--- src/rtl/crossbar_pipe.sv ---
// crossbar_pipe: registered N-to-M lane crossbar; each output lane picks one input lane via a handshaked select register.
// Latency: accept at edge k -> dn_vld/dn_dat from cycle k+1 when empty; 1 beat/clk sustained while dn_rdy=1.
// Backpressure: 2-entry skid (M + S); up_rdy drops only when both hold beats. Option macro: CROSSBAR_PIPE_OOB_ZERO_EN.
module crossbar_pipe #(
    parameter int data_width = 16,
    parameter int num_input  = 8,
    parameter int num_output = 8,
    parameter int sel_width  = $clog2(num_input)
) (
    input  logic                             clk,
    input  logic                             rst_n,
    input  logic                             up_vld,
    output logic                             up_rdy,
    input  logic [num_input*data_width-1:0]  up_dat,
    input  logic                             cfg_vld,
    output logic                             cfg_rdy,
    input  logic [num_output*sel_width-1:0]  cfg_sel,
    output logic                             cfg_err,
    output logic                             dn_vld,
    input  logic                             dn_rdy,
    output logic [num_output*data_width-1:0] dn_dat,
    output logic [1:0]                       occ
);

    typedef enum logic [1:0] {
        ST_EMPTY = 2'd0,
        ST_ONE   = 2'd1,
        ST_FULL  = 2'd2
    } state_t;

    function automatic logic [num_output*sel_width-1:0] ident_sel();
        logic [num_output*sel_width-1:0] v;
        v = '0;
        for (int j = 0; j < num_output; j++) begin
            v[j*sel_width +: sel_width] = sel_width'(j % num_input);
        end
        return v;
    endfunction

    localparam logic [num_output*sel_width-1:0] IDENT_SEL = ident_sel();

    // Out-of-range fields fall through the lane match and keep the default value.
    function automatic logic [num_output*data_width-1:0] route(
        input logic [num_input*data_width-1:0] dat,
        input logic [num_output*sel_width-1:0] sel
    );
        logic [num_output*data_width-1:0] r;
        logic [sel_width-1:0]             f;
        r = '0;
        for (int j = 0; j < num_output; j++) begin
            f = sel[j*sel_width +: sel_width];
`ifdef CROSSBAR_PIPE_OOB_ZERO_EN
            r[j*data_width +: data_width] = '0;
`else
            r[j*data_width +: data_width] = dat[(num_input-1)*data_width +: data_width];
`endif
            for (int i = 0; i < num_input; i++) begin
                if (f == sel_width'(i)) begin
                    r[j*data_width +: data_width] = dat[i*data_width +: data_width];
                end
            end
        end
        return r;
    endfunction

    state_t                           state_q, state_d;
    logic [num_output*data_width-1:0] m_q, m_d;
    logic [num_output*data_width-1:0] s_q, s_d;
    logic [num_output*sel_width-1:0]  sel_q;
    logic [num_output*data_width-1:0] routed;
    logic                             acc;
    logic                             pop;

    assign routed  = route(up_dat, sel_q);
    assign up_rdy  = (state_q != ST_FULL);
    assign dn_vld  = (state_q != ST_EMPTY);
    assign occ     = state_q;
    assign dn_dat  = m_q;
    assign cfg_rdy = 1'b1;
    assign acc     = up_vld & up_rdy;
    assign pop     = dn_vld & dn_rdy;

    always_comb begin
        state_d = state_q;
        m_d     = m_q;
        s_d     = s_q;
        case (state_q)
            ST_EMPTY: begin
                if (acc) begin
                    state_d = ST_ONE;
                    m_d     = routed;
                end
            end
            ST_ONE: begin
                if (acc && !pop) begin
                    state_d = ST_FULL;
                    s_d     = routed;
                end else if (acc && pop) begin
                    m_d = routed;
                end else if (pop) begin
                    state_d = ST_EMPTY;
                end
            end
            ST_FULL: begin
                if (pop) begin
                    state_d = ST_ONE;
                    m_d     = s_q;
                end
            end
            default: state_d = ST_EMPTY;
        endcase
    end

    always_ff @(posedge clk or negedge rst_n) begin
        if (!rst_n) begin
            state_q <= ST_EMPTY;
            m_q     <= '0;
            s_q     <= '0;
            sel_q   <= IDENT_SEL;
        end else begin
            state_q <= state_d;
            m_q     <= m_d;
            s_q     <= s_d;
            if (cfg_vld) begin
                sel_q <= cfg_sel;
            end
        end
    end

`ifdef CROSSBAR_PIPE_OOB_ZERO_EN
    function automatic logic any_oob(input logic [num_output*sel_width-1:0] sel);
        logic hit;
        hit = 1'b0;
        for (int j = 0; j < num_output; j++) begin
            if (int'(sel[j*sel_width +: sel_width]) >= num_input) begin
                hit = 1'b1;
            end
        end
        return hit;
    endfunction

    logic err_q;

    always_ff @(posedge clk or negedge rst_n) begin
        if (!rst_n) begin
            err_q <= 1'b0;
        end else if (cfg_vld && any_oob(cfg_sel)) begin
            err_q <= 1'b1;
        end
    end

    assign cfg_err = err_q;
`else
    assign cfg_err = 1'b0;
`endif

endmodule

--- config.mk ---
export PLATFORM = sky130hd
export DESIGN_NAME = crossbar_pipe
export DESIGN_NICKNAME = d
export VERILOG_FILES = /design/src/rtl/crossbar_pipe.sv
export SDC_FILE = /design/constraint.sdc
export NUM_CORES = 1
export LEC_CHECK = 0
export ABC_AREA = 1
export CELL_PAD_IN_SITES_DETAIL_PLACEMENT = 1
export CELL_PAD_IN_SITES_GLOBAL_PLACEMENT = 2
export CORE_UTILIZATION = 32
export CTS_CLUSTER_DIAMETER = 120
export DETAILED_ROUTE_END_ITERATION = 6
export PLACE_DENSITY = 0.87
export SLEW_MARGIN = 20
export SYNTH_ARGS = -nofsm -noshare
export SYNTH_HDL_FRONTEND = slang
export SYNTH_SLANG_ARGS = --single-unit
export TNS_END_PERCENT = 20
--- constraint.sdc ---
create_clock -name clk -period 2.8 [get_ports clk]
set_input_delay 0.56 -clock clk [delete_from_list [all_inputs] [get_ports clk]]
set_output_delay 0.56 -clock clk [all_outputs]
set_load 0.05 [all_outputs]
==> flow_metrics.tcl <==
set metrics [dict create \
    cts_sinks 282 \
    relSlewSlack 0.459 \
    drt-wirelength-per-cell_um 24.6 \
    antenna_found_initial 5 \
    power_density_mw_per_mm2 859 \
    grt_max_degree 150 \
    tns_ns 0 \
    dp_slack_ns 0.203 \
    cts_setup_buffers 0 \
    drtAntennaViolNets 0 \
    io_pins 291 \
    drt_pass1_iterations 5 \
    die_h_um 265 \
    finalCriticalPeriod_ns 2.51 \
    initial_utilization 0.326 \
    required_ns 3.23 \
    cts_buffers 36 \
    vdd_drop_max_v 0.000539 \
    synth_warnings 0 \
    wl_mm 123 \
    synthCells 3818 \
    synth_area_leaders "dfrtp_1, nand2_1, nand3_1" \
    nets 4253 \
    hold_path_class "register to register" \
    finalMaxSlewViolations 0 \
    die_w_um 265 \
    syn_area_mm2 0.0221 \
    worst-endpoint-arrival_ns 2.94 \
    drv_cap 0 \
    synth_seq_area_share 0.320 \
    grt_pass1_vias 27200 \
    post_route_cells_drive_above_1_share 0.0786 \
    critical_path_class "register to register" \
    end_kind "register" \
    rows 95 \
    dieArea_mm2 0.0701 \
    synth_nets 3975 \
    grt_overflow 0 \
    setup_viol 0 \
    worstMarginPinSlew_ns 0.812 \
    globalplace.congestion 1.04 \
    ys_types 30 \
    dpl.hpwl_mm 96.9 \
    cts_max_path_buffers 3 \
    num-fill-cells 9125 \
    grt_use_total 0.348 \
    worst_clock_skew_ns 0.0221 \
    post-route-period-util 0.896 \
    synth_top_area_frac 0.306 \
    cp-start-kind "register" \
    hold_ws_ns 0.475 \
    drtIter0Drc 2887 \
    r2r_slack_ns 0.29 \
    grt_pass1_wl_mm 179 \
    place_area_mm2 0.0266 \
    ctsRootBufferMaster "clkbuf_16" \
    fmax_mhz 399 \
    crit_fanout 25 \
    portBuffers 288 \
    num_vias 27500 \
    yosys.area.top_type "dfrtp_1" \
    cts_tree "yes" \
    status "finished clean" \
    fin_ws_ns 0.291 \
    avgSynthCellArea_um2 5.79 \
    core-area_mm2 0.0678 \
    worstSkewPairLatency_ns 0.57 \
    drt-vias-per-instance 5.50 \
    clk_pin_slew_worst_paths_ns 0.06 \
    fin_area_mm2 0.0278 \
    drc 0 \
    rsz0062_at_grt "no" \
    final_hold_viol_count 0 \
    synthToLayoutAreaGrowth_pct 25.9 \
    leakage_nw 14.5 \
    synth_seq_cells 282 \
    h-tree-depth 2 \
]
power by group:
group | internal [W] | switching [W]
combinational | 0.00372 | 0.00837
sequential | 0.00588 | 0.00121
clock | 0.00280 | 0.00191
total | 0.0124 | 0.0115
final timing paths:
check	start	to	cells past startpoint
worst min register to register	dn_dat[95]	dn_dat[95]	2
worst max register to register	sel_q[0]	dn_dat[14]	10
max in group asynchronous	rst_n	s_q[23]	3
worst max-delay path	sel_q[0]	dn_dat[14]	10
min in group asynchronous	rst_n	s_q[87]	2
worst min-delay path	dn_dat[95]	dn_dat[95]	2
cell type report:
| class | instances | area [um^2] | share of cell area |
|---|---|---|---|
| Antenna cell | 2 | 5.00 | 0.000180 |
| Clock inverter | 11 | 128 | 0.00459 |
| Inverter | 294 | 1120 | 0.0401 |
| Sequential cell | 282 | 7070 | 0.254 |
| Clock buffer | 52 | 1050 | 0.0378 |
| Tap cell | 873 | 1090 | 0.0393 |
| Multi-Input combinational cell | 3023 | 13000 | 0.466 |
| Timing Repair Buffer | 459 | 4400 | 0.158 |
cells in the mapped netlist, drive strengths merged:
cell type	instances
nand4	1
buf	88
clkbuf	131
o211ai	16
clkinv	9
dfstp	12
a21oi	256
nor2	342
a31oi	54
nor3	12
nand3	500
dfrtp	270
conb	2
inv	285
nand2	1655
or2	1
a211oi	1
o21ai	183
state kept, by name, indices dropped and copies added (netlist names):
name and count:
dn_dat 128, s_q 128, sel_q 24, occ 2
routing by layer:
| metal | GRT usage | vias to the layer above | part of all wire |
|---|---|---|---|
| met2 | 0.564 | 1089 | 0.46 |
| met4 | 0.108 | 4 | 0.032 |
| met5 | 0 | - | 0.00015 |
| met1 | 0.478 | 13500 | 0.44 |
| met3 | 0.0479 | 176 | 0.075 |
| li1 | - | 12700 | - |
critical path, stage by stage (launching register included):
cell	delay, ns
dfrtp_1	0.39
nor2_1	0.42
nand2_1	0.40
inv_2	0.48
a21oi_1	0.09
nand2_1	0.10
nand2_1	0.08
nand3_1	0.13
nand3_1	0.10
nand2_1	0.14
nand2_1	0.06
cells by family (layout without fill, tap and decap cells):
| logic type | count (synthesis) | count (layout) | synth area share |
|---|---|---|---|
| and+or+nand+nor | 2511 | 2511 | 0.465 |
| buffers and inverters | 513 | 816 | 0.0940 |
| AOI/OAI and AO/OA | 510 | 510 | 0.120 |
| DFF | 282 | 282 | 0.320 |
| other | 2 | 4 | 0.000340 |
stage by stage:
stage | instances | utilization | power, W
after floorplan | 3818 | - | 0.0142
after global placement | 4930 | 0.393 | 0.0189
after detailed placement | 4930 | 0.393 | 0.0191
after CTS | 4994 | 0.411 | 0.0240
after global routing | 4996 | 0.411 | 0.0252
final | 4996 | 0.411 | 0.0239
cell usage in the layout (no fill, tap or decap), types with 2 or more instances in the layout:
| master | instances |
|---|---|
| nand2_1 | 1644 |
| nand3_1 | 490 |
| nor2_1 | 332 |
| clkdlybuf4s50_1 | 285 |
| dfrtp_1 | 270 |
| a21oi_1 | 256 |
| inv_1 | 248 |
| buf_4 | 152 |
| o21ai_0 | 128 |
| o21ai_1 | 55 |
| a31oi_1 | 54 |
| inv_2 | 37 |
| clkbuf_16 | 36 |
| buf_12 | 19 |
| o211ai_1 | 16 |
| dfstp_2 | 12 |
| nand2_2 | 11 |
| nand3_2 | 10 |
| clkbuf_8 | 9 |
| clkinv_1 | 7 |
| clkbuf_1 | 7 |
| nor2_2 | 6 |
| nor3_2 | 6 |
| nor3_4 | 6 |
| clkinv_2 | 5 |
| inv_6 | 4 |
| nor2_4 | 4 |
| diode_2 | 2 |
| conb_1 | 2 |
| bufinv_16 | 2 |
what timing repair did:
action,4_1_cts,5_1_grt
gates resized for setup,0,0
hold endpoints to repair,39,0
hold buffers,1,0
No activity file was read; power rests on OpenSTA's default activity.
